[config.mk]
export PLATFORM = sky130hd
export DESIGN_NAME = uart_rx_fifo
export DESIGN_NICKNAME = d
export VERILOG_FILES = /design/src/rtl/uart_rx_fifo.sv
export SDC_FILE = /design/constraint.sdc
export NUM_CORES = 1
export LEC_CHECK = 0
export ABC_AREA = 1
export BUFFER_PORTS_ARGS = -buffer_cell sky130_fd_sc_hd__buf_2
export CORE_AREA = 4 4 113 115
export CTS_CLUSTER_DIAMETER = 40
export CTS_CLUSTER_SIZE = 25
export DETAILED_ROUTE_END_ITERATION = 16
export DIE_AREA = 0 0 117 119
export GPL_TIMING_DRIVEN = 0
export PLACE_DENSITY = 0.87
export SLEW_MARGIN = 40
export SYNTH_ARGS = -nofsm -noshare
export SYNTH_HDL_FRONTEND = slang
export SYNTH_SLANG_ARGS = --single-unit
export TNS_END_PERCENT = 10
[constraint.sdc]
create_clock -name clk -period 6.5 [get_ports clk]
set_input_delay 1.3 -clock clk [delete_from_list [all_inputs] [get_ports clk]]
set_output_delay 1.3 -clock clk [all_outputs]
set_load 0.02 [all_outputs]
[src/rtl/uart_rx_fifo.sv]
// -----------------------------------------------------------------------------
// uart_rx_fifo
//
// Receive FIFO sitting between a UART receiver and a register block. Each entry
// carries a received character together with its framing and parity error
// flags. The head entry is presented show-ahead so the register block can read
// it without waiting. Also provides a watermark trigger, a sticky overflow flag
// and an optional idle-timeout flag.
//
// Optional feature macro: UART_RX_TIMEOUT_EN
//   defined   -> 16-bit idle counter drives tout_o against to_cycles_i
//   undefined -> no counter, tout_o tied low, to_cycles_i ignored
//
// Parameters
//   DEPTH        number of entries (power of two, 4..256)
//   AW           pointer width, log2(DEPTH)
//
// Ports
//   clk          system clock, rising edge
//   rst_n        asynchronous active-low reset
//   push_i       receiver strobe, byte_i/ferr_i/perr_i valid this cycle
//   byte_i       received character
//   ferr_i       framing error flag of byte_i
//   perr_i       parity error flag of byte_i
//   pull_i       pop the head entry
//   flush_i      synchronous clear of the contents (wins over push/pull)
//   wm_i         watermark; trig_o is high while level > wm_i
//   ovf_clr_i    clears the sticky overflow flag
//   to_cycles_i  idle-timeout length in clk cycles (0 disables)
//   byte_o       head character (0 while empty)
//   ferr_o       head framing error flag
//   perr_o       head parity error flag
//   empty_o      no entries held
//   full_o       DEPTH entries held
//   level_o      entry count 0..DEPTH
//   trig_o       watermark trigger (registered)
//   ovf_o        sticky overflow flag
//   tout_o       idle-timeout flag
// -----------------------------------------------------------------------------
module uart_rx_fifo #(
  parameter int DEPTH = 16,
  parameter int AW    = 4
) (
  input  logic          clk,
  input  logic          rst_n,
  input  logic          push_i,
  input  logic [7:0]    byte_i,
  input  logic          ferr_i,
  input  logic          perr_i,
  input  logic          pull_i,
  input  logic          flush_i,
  input  logic [AW-1:0] wm_i,
  input  logic          ovf_clr_i,
  input  logic [15:0]   to_cycles_i,
  output logic [7:0]    byte_o,
  output logic          ferr_o,
  output logic          perr_o,
  output logic          empty_o,
  output logic          full_o,
  output logic [AW:0]   level_o,
  output logic          trig_o,
  output logic          ovf_o,
  output logic          tout_o
);

  localparam logic [AW:0] FULL_LVL = (AW+1)'(DEPTH);

  // Entry layout: {perr, ferr, byte}
  logic [9:0]    mem_q [DEPTH];
  logic [9:0]    head;

  logic [AW-1:0] wr_ptr_q, wr_ptr_d;
  logic [AW-1:0] rd_ptr_q, rd_ptr_d;
  logic [AW:0]   level_q, level_d;
  logic          trig_q, trig_d;
  logic          ovf_q, ovf_d;

  logic          empty, full;
  logic          do_push, do_pull, ovf_set;

  always_comb begin
    empty   = (level_q == '0);
    full    = (level_q == FULL_LVL);
    // A push into a full FIFO is still accepted when a pull frees the slot in
    // the same cycle. A pull on an empty FIFO is ignored, so push+pull while
    // empty degenerates to a plain push.
    do_push = push_i & ~flush_i & (~full | pull_i);
    do_pull = pull_i & ~flush_i & ~empty;
    // A push discarded by flush is not an overflow.
    ovf_set = push_i & ~flush_i & full & ~pull_i;

    wr_ptr_d = wr_ptr_q;
    rd_ptr_d = rd_ptr_q;
    level_d  = level_q;

    if (flush_i) begin
      wr_ptr_d = '0;
      rd_ptr_d = '0;
      level_d  = '0;
    end else begin
      // Pointers wrap naturally because DEPTH is 2**AW.
      if (do_push) wr_ptr_d = wr_ptr_q + 1'b1;
      if (do_pull) rd_ptr_d = rd_ptr_q + 1'b1;
      case ({do_push, do_pull})
        2'b10:   level_d = level_q + 1'b1;
        2'b01:   level_d = level_q - 1'b1;
        default: level_d = level_q;
      endcase
    end

    // Trigger follows the next-state level so it moves with level_o.
    trig_d = (level_d > {1'b0, wm_i});
    // Set wins over clear when both happen in the same cycle.
    ovf_d  = (ovf_q & ~ovf_clr_i) | ovf_set;
  end

  always_ff @(posedge clk or negedge rst_n) begin
    if (!rst_n) begin
      wr_ptr_q <= '0;
      rd_ptr_q <= '0;
      level_q  <= '0;
      trig_q   <= 1'b0;
      ovf_q    <= 1'b0;
    end else begin
      wr_ptr_q <= wr_ptr_d;
      rd_ptr_q <= rd_ptr_d;
      level_q  <= level_d;
      trig_q   <= trig_d;
      ovf_q    <= ovf_d;
    end
  end

  // Storage is deliberately not reset; validity is tracked by level_q alone.
  always_ff @(posedge clk) begin
    if (do_push) mem_q[wr_ptr_q] <= {perr_i, ferr_i, byte_i};
  end

  // Asynchronous show-ahead read: the entry written on an edge is visible as
  // soon as level_q leaves zero on that same edge. Outputs are forced to zero
  // while empty so reset presents a clean, defined head.
  always_comb begin
    head = empty ? 10'd0 : mem_q[rd_ptr_q];
  end

  assign byte_o  = head[7:0];
  assign ferr_o  = head[8];
  assign perr_o  = head[9];
  assign empty_o = empty;
  assign full_o  = full;
  assign level_o = level_q;
  assign trig_o  = trig_q;
  assign ovf_o   = ovf_q;

`ifdef UART_RX_TIMEOUT_EN
  logic [15:0] idle_q, idle_d;
  logic        tout_q, tout_d;

  always_comb begin
    idle_d = idle_q;
    tout_d = tout_q;
    // Count only while characters sit unserviced; saturate instead of wrapping
    // so a long idle period cannot re-arm a spurious match.
    if (push_i | pull_i | flush_i | empty) begin
      idle_d = '0;
    end else if (idle_q != 16'hFFFF) begin
      idle_d = idle_q + 1'b1;
    end
    if (push_i | pull_i | flush_i) begin
      tout_d = 1'b0;
    end else if ((to_cycles_i != 16'd0) && (idle_d == to_cycles_i)) begin
      tout_d = 1'b1;
    end
  end

  always_ff @(posedge clk or negedge rst_n) begin
    if (!rst_n) begin
      idle_q <= '0;
      tout_q <= 1'b0;
    end else begin
      idle_q <= idle_d;
      tout_q <= tout_d;
    end
  end

  assign tout_o = tout_q;
`else
  logic unused_to_cycles;
  assign unused_to_cycles = ^to_cycles_i;
  assign tout_o = 1'b0;
`endif

endmodule

==> results of run 1 <==
[through the flow]
stage          util [%]  hold WS, ns  cell area (µm²)
4_1_cts            70.3        0.543             8300
2_1_floorplan         -        0.523             7360
3_5_place_dp       65.5        0.531             7740
6_report           70.5        0.539             8330
5_1_grt            70.5        0.587             8330
3_3_place_gp       65.5        0.520             7730
[final cells by class]
type                       count  area (µm²)
timing repair buffer          37         185
sequential                   175        5180
multi-input combinational    352        1950
clock buffer                  18         429
inverter                      32         120
buffer                        30         148
tap                          147         184
clock inverter                14         130
fill                         786        3480
[routing by layer]
| layer | part of all wire (%) | GRT usage, % | vias to the layer above |
|---|---|---|---|
| met5 | 0 | 0 | - |
| met4 | 4.8 | 13.5 | 0 |
| met3 | 9.2 | 6.35 | 57 |
| met2 | 48 | 40.8 | 315 |
| met1 | 38 | 35.6 | 2436 |
| li1 | - | - | 2256 |
[cell usage in the layout, fill, tap and decap left out, types with 3 or more instances in the layout]
cell	synthesis	final
edfxtp_1	160	160
nand2_1	104	104
a21oi_1	48	48
nor2_1	58	43
buf_2	5	42
inv_1	30	30
o21ai_0	29	29
clkbuf_1	19	20
mux2i_1	20	20
nor2_2	2	17
clkbuf_16	0	17
dfrtp_1	15	15
nor3_1	12	12
nand3_1	12	12
a211oi_1	11	11
ha_1	11	11
o22ai_1	10	10
a221oi_1	10	10
o221ai_1	10	10
buf_4	5	5
clkinvlp_4	0	5
inv_6	0	5
nand3_2	3	3
[power groups by stage]
stage	sequential [mW]	clock [mW]	combinational, mW
after floorplan	1.30	0	0.491
after global placement	1.30	0	0.726
after detailed placement	1.30	0	0.758
after CTS	1.28	0.971	0.767
after global routing	1.28	1.03	0.841
final	1.28	0.969	0.781
[registers in the layout, summed over array words and instances, names as in the netlist]
name      flops
rd_ptr_q      4
wr_ptr_q      4
mem_q       160
level_o       5
trig_o        1
ovf_o         1
[cells by family after synthesis]
group,synth area share [%]
AO/OA/AOI/OAI,9.93
adder cells (fa/ha/maj),1.87
flip-flops,70.4
multiplexers,2.72
AND/OR/NAND/NOR,11.3
other,0.0509
XOR/XNOR,0.119
buffers and inverters,3.64
[critical path: cells and delay by family, from the launching register on]
kind            cells  cell delay, ns
compound gates      3            0.84
buf+inv             3            0.83
flops               1            0.47
simple gates        1            0.12
[how the worst max path moves through the flow]
stage                start        end  cells past startpoint
2_1_floorplan      flush_i     trig_o                     16
3_3_place_gp       flush_i     trig_o                     16
3_5_place_dp       flush_i     trig_o                     16
4_1_cts        rd_ptr_q[1]  byte_o[0]                      7
5_1_grt        rd_ptr_q[0]  byte_o[0]                      7
6_report       rd_ptr_q[1]  byte_o[0]                      7
==> reports/results.tsv, run 1 <==
metric	value	unit
crit start category	flip-flop	
Final Wtd Congestion	1.01	
number of synthesized flops with an enable pin	160	
Int Power	2.02	mW
Hold Violations, Final	0	
non-filler cells, final	805	
Max Slew Vio Count	0	
Slowest-stage cell, CP	dfrtp_1	
cts bufs inserted	17	
fmax	251	MHz
Post-synth top flop	edfxtp_1	
via count	5064	
WL/cell	21.7	µm
RSZ-0062 raised after global routing	no	
Yosys reg bits	175	
largest area contributor in the netlist	edfxtp_1	
top-count cell post-synth	edfxtp_1	
post-layout min period	3.98	ns
placed insts	773	
nets	692	
slew margin rel.	44.7	%
Mapped Avg Cell Area	12.5	µm²
Area Overhead vs Synth	13.1	%
Req. time, crit path	5.20	ns
starting density of the core	62.3	%
DRC viols	0	
Setup Crit Path Kind	reg -> out	
sequential group share of total power	42.2	%
Worst Hold Path EP	ovf_o	
GRT Residual Overflow	0	
layout cells sized above 1	16.1	%
Leak Pwr	3.09	nW
Switching Fraction	33.2	%
Worst Max-Slew Pin Slew	0.826	ns
Worst setup EP type	primary output	
Clock Pin Slew Worst Setup and Hold Paths	0.06	ns
fin crit share	61.3	%
setup tns final	0	ns
critical path cell sequence	inv_1 > clkbuf_1 > a21oi_1 > a221oi_1 > nor2_1 > a211oi_1 > buf_2	
Critical R2R Launch	level_o[3]	
Max VDD drop	280	µV
Critical Path Max Stage Delay	0.47	ns
Synth cell types	32	
total die area	13900	µm²
P_sw	1.00	mW
total clock sinks	175	
maximum root-to-sink buffer count	2	
maximum capacitance violations	0	
# setup viols final	0	
Logic pwr share	25.8	%
H-tree depth	4	
Post-Route WL	17.5	mm
CP Data Arrival Time	2.68	ns
Yosys Warn Count	0	
Post-CTS Setup Bufs	0	
antenna violations before repair	0	
CTS Hold Bufs	0	
Power Total	3.03	mW
final HPWL from detailed placement	11.5	mm
Vias per Instance	6.29	
Routed Antenna Nets	0	
CP Max Fanout	10	
sequential area share after synthesis	70.4	%
PortBufs	37	
clk root buf	clkbuf_16	
R2R Setup Slk	3.77	ns
Clk pwr share	32.0	%
hold depth	2	
Die W	117	µm
pre-CTS setup slack	2.93	ns
worst-skew pair later-pin latency	0.43	ns
core area	11800	µm²
ant diodes	0	
FF-to-FF path depth	17	
Syn Nets	636	
global-route wire length before repair	27.2	mm
Synth Instances	589	
Syn Std Cell Area	7360	µm²
row count	40	
fraction of registers with async set/reset	8.57	%
Total GRT Usage	26.7	%
via count of the first global-routing pass	4979	
R2R Path End	trig_o	
Hold Path Class	reg -> reg	
Die Y-Extent	119	µm
Clock Skews	0.00886	ns
setup ws final	2.52	ns
hold_sp	ovf_o	
CTS tree	yes	
drt pass-1 iters	5	
post-cts resize count	0	
dominant cells by area after synthesis	edfxtp_1 (65%), nand2_1 (5.3%), dfrtp_1 (5.1%)	
post-synth top area share	65.3	%
largest net degree at the start of global routing	17	
num ports	56	
status	completed	
1st-iter DRT viols	705	
pwr/cell area	363	nW/µm²
Post-synth top cells	edfxtp_1 (160), nand2_1 (104), nor2_1 (58)	
Note: power is estimated with default switching activity, not from simulation.
==> run 2, diff against run 1 <==
--- a/config.mk
+++ b/config.mk
@@ -7,13 +7,13 @@
 export LEC_CHECK = 0
 export ABC_AREA = 1
 export BUFFER_PORTS_ARGS = -buffer_cell sky130_fd_sc_hd__buf_2
-export CORE_AREA = 4 4 113 115
+export CORE_AREA = 4 4 122 124
 export CTS_CLUSTER_DIAMETER = 40
 export CTS_CLUSTER_SIZE = 25
 export DETAILED_ROUTE_END_ITERATION = 16
-export DIE_AREA = 0 0 117 119
+export DIE_AREA = 0 0 126 128
 export GPL_TIMING_DRIVEN = 0
-export PLACE_DENSITY = 0.87
+export PLACE_DENSITY = 0.8
 export SLEW_MARGIN = 40
 export SYNTH_ARGS = -nofsm -noshare
 export SYNTH_HDL_FRONTEND = slang
==> constraint.sdc (replaced) <==
create_clock -name clk -period 3.3 [get_ports clk]
set_input_delay 0.66 -clock clk [delete_from_list [all_inputs] [get_ports clk]]
set_output_delay 0.66 -clock clk [all_outputs]
set_load 0.02 [all_outputs]
==> reports/results.tsv, run 2 (synthesis gave the netlist of run 1 again) <==
metric	value	unit	change
post-layout min period	3.24	ns	
Worst Max-Slew Pin Slew	0.839	ns	+0.0132 ns
num ports	56		unchanged
multi-input logic area	1950	µm²	unchanged
Setup Crit Path Kind	reg -> out		
max FFs per register	160		unchanged
nets	692		unchanged
most frequent cells in the layout	edfxtp_1 (160), nand2_1 (104), a21oi_1 (48), nor2_1 (45), buf_2 (42)		
WL/cell	20.2	µm	-6.9%
commonest non-fill, non-tap cell in the layout	edfxtp_1		
Critical Path Max Stage Delay	0.41	ns	-0.06 ns
RSZ-0062 raised after global routing	yes		
# setup viols final	0		unchanged
Logic pwr share	26.2	%	+0.4 points
PortBufs	37		unchanged
Max Slew Vio Count	0		unchanged
row count	43		+7.5%
fin crit share	98.3	%	
R2R Path End	trig_o		
Leak Pwr	3.11	nW	+0.70%
maximum capacitance violations	0		unchanged
critical path startpoint	rd_ptr_q[0]		
crit start category	flip-flop		
Post-Route WL	16.9	mm	-3.1%
Routed Antenna Nets	0		unchanged
buffers plus inverters on the worst setup path	3		unchanged
slew margin rel.	43.8	%	-0.89 points
Die Y-Extent	128	µm	+7.6%
Total GRT Usage	21.5	%	-5.2 points
post-route cell area	8360	µm²	+0.33%
Area Overhead vs Synth	13.5	%	
Critical R2R Launch	level_o[0]		
Max VDD drop	469	µV	+68%
fmax	308	MHz	
Worst setup EP type	primary output		
status	completed		
register area	5180	µm²	unchanged
total clock sinks	175		unchanged
drt pass-1 iters	6		+1
cts bufs inserted	17		unchanged
starting density of the core	53.5	%	-8.9 points
Clock Skews	0.0102	ns	+0.00135 ns
pre-CTS setup slack	0.246	ns	-2.68 ns
R2R Setup Slk	0.52	ns	-3.25 ns
Clk pwr share	31.3	%	-0.7 points
Top delay family on crit path	compound AO/OA/AOI/OAI gates		
DRC viols	0		unchanged
H-tree depth	4		unchanged
CTS Hold Bufs	0		unchanged
critical path cell sequence	buf_4 > buf_2 > a21oi_1 > a221oi_1 > nor2_1 > a211oi_1 > buf_2		
CP Data Arrival Time	2.58	ns	-0.10 ns
Vias per Instance	5.99		-4.8%
ant diodes	0		unchanged
global-route wire length before repair	25.9	mm	-4.9%
core area	13800	µm²	+17%
Hold Path Class	in -> async		
total die area	16100	µm²	+16%
via count	5019		-0.89%
final HPWL from detailed placement	11.0	mm	-3.6%
worst-skew pair later-pin latency	0.43	ns	about the same
Req. time, crit path	2.64	ns	-2.56 ns
CTS tree	yes		
CP dominant cell by count	buf_2		
Final Wtd Congestion	0.941		-6.9%
setup ws final	0.0558	ns	-2.46 ns
via count of the first global-routing pass	4848		-2.6%
clk root buf	clkbuf_16		
sequential group share of total power	42.5	%	+0.3 points
maximum root-to-sink buffer count	2		unchanged
Int Power	4.04	mW	+100%
Top reg by flops	mem_q		
placed instance area	7790	µm²	+0.60%
Switching Fraction	31.7	%	-1.5 points
1st-iter DRT viols	781		+11%
Filler cells	1044		+33%
pwr/cell area	708	nW/µm²	+95%
FF-to-FF path depth	17		unchanged
layout cells sized above 1	15.5	%	-0.61 points
Die W	126	µm	+7.7%
Hold Violations, Final	0		unchanged
antenna violations before repair	0		unchanged
final core occ	60.7	%	-9.8 points
largest net degree at the start of global routing	17		unchanged
P_sw	1.88	mW	+87%
Slowest-stage cell, CP	dfrtp_1		
GRT Residual Overflow	0		unchanged
CP Max Fanout	10		unchanged
Clock Pin Slew Worst Setup and Hold Paths	0.06	ns	about the same
-- run 2: cell types whose count changed in the layout (fill, tap and decap cells not counted), sizes merged --
cell | previous run | this run
clkinv | 3 | 9
clkinvlp | 5 | 0
inv | 37 | 32
clkbuf | 38 | 41
bufinv | 1 | 2
-- run 2: how the worst max path moves through the flow --
stage / slack, ns / cells past startpoint / to
after global routing: -0.04 / 7 / byte_o[7]
final: 0.06 / 7 / byte_o[7]
after detailed placement: 0.25 / 16 / trig_o
after floorplan: 0.73 / 16 / trig_o
after CTS: 0.009 / 6 / byte_o[7]
after global placement: 0.40 / 7 / ferr_o
-- run 2: metal layers --
metal / up-vias / GRT usage (%) / part of all wire, %
met5: - / 0 / 0
li1: 2253 / - / -
met4: 0 / 7.89 / 2.8
met3: 29 / 7.00 / 10
met1: 2432 / 28.4 / 39
met2: 305 / 33.8 / 48
-- run 2: what timing repair did --
item                       CTS  global route
gates resized for setup      3             7
setup endpoints to repair    3             5
buffers inserted             0             0
-- run 2: power by group through the flow --
stage / clock (mW) / combinational, mW / sequential (mW)
2_1_floorplan: 0 / 0.967 / 2.57
3_3_place_gp: 0 / 1.45 / 2.56
3_5_place_dp: 0 / 1.50 / 2.56
4_1_cts: 1.85 / 1.52 / 2.51
5_1_grt: 1.97 / 1.67 / 2.52
6_report: 1.85 / 1.55 / 2.51
-- run 2: final cells by class --
| type | instances | share of cell area (%) |
|---|---|---|
| flip-flops and latches | 175 | 62.0 |
| clock buffers | 21 | 5.27 |
| plain buffers | 30 | 1.86 |
| inverters | 32 | 1.44 |
| multi-input cells | 352 | 23.4 |
| well taps | 180 | 2.70 |
| repair buffers | 37 | 2.22 |
| clock inverters | 11 | 1.17 |
-- run 2: metrics by stage --
step / total power, mW / std cells / hold slack, ns / setup TNS [ns]
after global routing: 6.16 / 838 / 0.131 / -0.0407
after CTS: 5.88 / 838 / 0.135 / 0
after global placement: 4.01 / 806 / 0.520 / 0
final: 5.91 / 838 / 0.127 / 0
after floorplan: 3.54 / 589 / 0.364 / 0
after detailed placement: 4.06 / 806 / 0.536 / 0
